### config.mk
export PLATFORM = sky130hd
export DESIGN_NAME = alu_result_drain
export DESIGN_NICKNAME = d
export VERILOG_FILES = /design/src/rtl/alu_result_drain.sv
export SDC_FILE = /design/constraint.sdc
export NUM_CORES = 1
export LEC_CHECK = 0
export BUFFER_PORTS_ARGS = -buffer_cell sky130_fd_sc_hd__buf_2
export CORE_ASPECT_RATIO = 0.7
export CORE_UTILIZATION = 59
export DETAILED_ROUTE_END_ITERATION = 10
export PLACE_DENSITY = 0.91
export SLEW_MARGIN = 0
export SYNTH_ARGS = -nofsm -noshare
export SYNTH_HDL_FRONTEND = slang
export SYNTH_SLANG_ARGS = --single-unit
### constraint.sdc
create_clock -name clk -period 2.7 [get_ports clk]
set_input_delay 0 -clock clk [delete_from_list [all_inputs] [get_ports clk]]
set_output_delay 0 -clock clk [all_outputs]
set_load 0.02 [all_outputs]
### src/rtl/alu_result_drain.sv
// rtl/alu_result_drain.sv - single-entry buffer that drains a wide ALU result vector as narrow beats
module alu_result_drain #(
    parameter  int DATA_W = 256,
    parameter  int OUT_W  = 32,
    localparam int BEATS  = DATA_W / OUT_W,
    localparam int IDX_W  = (BEATS > 1) ? $clog2(BEATS) : 1
) (
    input  logic              clk,
    input  logic              rst,
    input  logic              in_valid,
    output logic              in_ready,
    input  logic [DATA_W-1:0] in_data,
    input  logic [1:0]        in_mode,
    output logic              out_valid,
    input  logic              out_ready,
    output logic [OUT_W-1:0]  out_data,
    output logic [IDX_W-1:0]  out_idx,
    output logic              out_last,
    output logic [1:0]        out_mode,
    output logic              busy
);

    localparam logic [IDX_W-1:0] LAST_IDX = IDX_W'(BEATS - 1);

    typedef enum logic {
        S_IDLE,
        S_SEND
    } state_t;

    state_t              state_q, state_d;
    logic [DATA_W-1:0]   buf_q, buf_d;
    logic [1:0]          mode_q, mode_d;
    logic [IDX_W-1:0]    idx_q, idx_d;
    logic                in_fire;
    logic                out_fire;

    always_comb begin
        state_d   = state_q;
        buf_d     = buf_q;
        mode_d    = mode_q;
        idx_d     = idx_q;
        out_valid = (state_q == S_SEND);
        out_last  = out_valid && (idx_q == LAST_IDX);
        // A consumed last beat frees the buffer in the same cycle.
        in_ready  = (state_q == S_IDLE) || (out_last && out_ready);
        in_fire   = in_valid && in_ready;
        out_fire  = out_valid && out_ready;

        if (in_fire) begin
            buf_d   = in_data;
            mode_d  = in_mode;
            idx_d   = '0;
            state_d = S_SEND;
        end else if (out_fire) begin
            if (out_last) begin
                idx_d   = '0;
                state_d = S_IDLE;
            end else begin
                idx_d = idx_q + 1'b1;
            end
        end
    end

    always_ff @(posedge clk) begin
        if (rst) begin
            state_q <= S_IDLE;
            buf_q   <= '0;
            mode_q  <= '0;
            idx_q   <= '0;
        end else begin
            state_q <= state_d;
            buf_q   <= buf_d;
            mode_q  <= mode_d;
            idx_q   <= idx_d;
        end
    end

    assign out_data = buf_q[idx_q*OUT_W +: OUT_W];
    assign out_idx  = idx_q;
    assign out_mode = mode_q;
    assign busy     = (state_q == S_SEND);

endmodule

==> impl_metrics.csv <==
group,metric,value,unit
routing,drt_iter0_drc,700,
sta,hold_viol,0,
setup_path,r2r_setup_slack,0.25,ns
layout,fillerInstances,1215,
setup_path,cp_data_arrival_time,2.50,ns
sta,fmax,401,MHz
global_routing,grt.met2_usage,66.7,%
min_path,hold_class,"primary input to register",
sta,fin_ws,0.205,ns
synthesis,seq_area_frac_synth,38.9,%
global_routing,grt_pass1_wl,65800,um
global_routing,antenna_found_initial,4,
run,cap_violations,0,
power_and_ir_drop,intPower,7.22,mW
power_and_ir_drop,comb_power_share,17.2,%
clocking,cts_buffers,25,
clocking,clkSinkCount,262,
floorplanning,core,22100,um2
sta,rsz0062_at_grt,"no",
synthesis,netlist_top_cells_area,"dfxtp_1 (39%), nand2b_1 (24%), mux2i_1 (19%)",
floorplanning,initial_core_util,61.2,%
clocking,clock_path_buffers,3,
setup_path,crit_slowest_cell,"mux4_2",
power_and_ir_drop,vdd_ir_drop_max,0.528,mV
synthesis,yosysMostFrequentCell,"nand2b_1",
clocking,clk_pin_slew,0.07,ns
synthesis,async_flop_share,0,%
power_and_ir_drop,netSwitchingPower,2.41,mW
clocking,cts.htree.levels,1,
synthesis,syn_inst,1255,
synthesis,synth_area_per_cell,10.8,um2
layout,area_growth,37.1,%
sta,fin_crit_sh,92.4,%
setup_path,crit_path_start_kind,"register",
routing,wl_per_cell,20.6,um
synthesis,synth-seq-cells,262,
global_routing,top_usage_layer,"met2",
place,gp_congestion,0.812,
synthesis,synth_edf_count,0,
place,place_area,15000,um2
routing,antenna_left,0,
synthesis,ys.flop_type,"dfxtp_1",
floorplanning,num_io_pins,303,
layout,stdcell_area,18500,um2
global_routing,grtUsageMet1,38.0,%
sta,clock_skew,0.0110,ns
sta,maxSlewHeadroom,21.8,%
global_routing,grt_pass1_vias,12411,
routing,first_pass_iters,5,
setup_path,cp_max_fo,67,
routing,viasPerCell,5.46,
place,port_buffers,302,
synthesis,syn-cell-area,13500,um2
clocking,cts_tree,"yes",
place,pre_cts_slack,0.402,ns
sta,period_needed,2.50,ns
sta,setup_viol,0,
clocking,postCtsSetupRepairBufs,0,
power_and_ir_drop,switching_share,25.0,%
synthesis,yosysTopAreaCellShare,38.9,%
layout,drive_gt1_share,25.6,%
global_routing,grt_max_degree,167,
power_and_ir_drop,p_seq_share,44.3,%
clocking,worstSkewPairLatency,0.53,ns
power_and_ir_drop,p_leak,7.72,nW
setup_path,path_cells,"buf_12 > mux4_2 > mux2_2 > buf_2",
synthesis,synth_largest_area_cell,"dfxtp_1",
layout,final_nets,2015,
global_routing,grt-ovfl-total,0,
clocking,root_buffer,"clkbuf_16",
power_and_ir_drop,p_clk_share,38.5,%
routing,wl,42700,um
floorplanning,fp.dieW,183,um
routing,vias,11327,
place,hpwl,22100,um
sta,tns,0,ns
power_and_ir_drop,powerDensity,520,nW/um2
setup_path,end_kind,"output pin",
setup_path,critPathKind,"register to output pin",
global_routing,grtUsageTotal,36.1,%
global_routing,gr-usage-met3,7.27,%
floorplanning,num_rows,45,
routing,drcViolationCount,0,
floorplanning,die_h,129,um
floorplanning,die_area,23500,um2
sta,timing.hold.ws,0.0595,ns
setup_path,worst_path_largest_cell_delay,0.66,ns
synthesis,synth.distinct_cells,19,
setup_path,crit_required,2.70,ns
run_status,status,"completed",
sta,worst_pin_slew,1.17,ns
synthesis,yosysWarnings,0,
synthesis,syn-num-nets,1519,
synthesis,synthTopCellsByCount,"nand2b_1 (516), dfxtp_1 (262), mux2i_1 (260), clkbuf_1 (66), mux4_2 (64)",
sta,drv_slew,0,
[area by class of cell]
type                            instances  area (um2)  share of cell area [%]
Multi-Input combinational cell        886        7730                    41.8
Clock buffer                           30         684                    3.70
Tap cell                              305         382                    2.06
Clock inverter                          9         149                   0.804
Antenna cell                            6        15.0                  0.0811
Timing Repair Buffer                  575        4290                    23.2
Inverter                                1        3.75                  0.0203
Sequential cell                       262        5250                    28.4
[worst max-delay path: cells and delay by family, from the launching register on]
kind / cells / cell delay, ns
DFF: 1 / 0.36
buffers and inverters: 2 / 0.61
muxes: 2 / 0.97
[kinds of logic (layout without fill, tap and decap cells)]
group / after synthesis / count (layout) / share of synthesized area, %
simple gates: 526 / 526 / 24.3
mux: 356 / 356 / 32.6
flops: 262 / 262 / 38.9
buf+inv: 107 / 615 / 3.95
fa+ha+maj: 2 / 2 / 0.185
compound gates: 2 / 2 / 0.0927
other cells: 0 / 6 / 0
[state kept, by name (all words and copies together), names as in the netlist]
| name | flops |
|---|---|
| out_mode | 2 |
| busy | 1 |
| out_idx | 3 |
| buf_q | 256 |
[path summary, 6_finish.rpt]
check / from / to / cells after the start
setup / recovery: out_idx[0]$_SDFFE_PP0P_ / out_data[24] / 4
setup reg to reg: out_idx[0]$_SDFFE_PP0P_ / busy$_SDFFE_PP0P_ / 7
hold reg to reg: buf_q[206]$_SDFFE_PP0P_ / buf_q[206]$_SDFFE_PP0P_ / 2
hold / removal: rst / out_idx[1]$_SDFFE_PP0P_ / 2
[layout by cell type, fill, tap and decap left out, types with 5 or more instances in the layout]
cell           Yosys  routed
buf_12             0       5
buf_2             15     301
buf_4             20       5
clkbuf_16          0      25
dfxtp_1          262     259
diode_2            0       6
dlygate4sd3_1      0     262
mux2_2            32      32
mux2i_1          260     260
mux4_2            64      64
nand2b_1         516     516
[metrics by stage]
step / instances / utilization, % / power, mW
2_1_floorplan: 1255 / - / 5.18
4_1_cts: 2068 / 83.8 / 9.53
5_1_grt: 2072 / 83.8 / 9.94
3_5_place_dp: 1767 / 68.1 / 5.60
6_report: 2074 / 83.9 / 9.63
3_3_place_gp: 1767 / 68.1 / 5.57
[power groups by stage]
| stage | sequential [mW] | clock, mW | combinational (mW) |
|---|---|---|---|
| after CTS | 4.24 | 3.70 | 1.59 |
| final | 4.26 | 3.71 | 1.66 |
| after global routing | 4.28 | 3.90 | 1.75 |
| after detailed placement | 4.32 | 0 | 1.28 |
| after global placement | 4.31 | 0 | 1.26 |
| after floorplan | 4.28 | 0 | 0.891 |
[layer usage]
metal  part of all wire, %  vias to the layer above  wire [um]
met2                    51                      533      21700
met1                    36                     5407      15600
met5                     0                        -          0
li1                      -                     5205          -
met3                   6.4                      182       2750
met4                   6.3                        0       2670
[repair_timing]
item                                    CTS  global route
endpoints found under the hold margin   262             0
gates resized for setup                   0             1
hold buffers                            262             0
endpoints found under the setup margin    0             1
No activity file was read; power rests on OpenSTA's default activity.
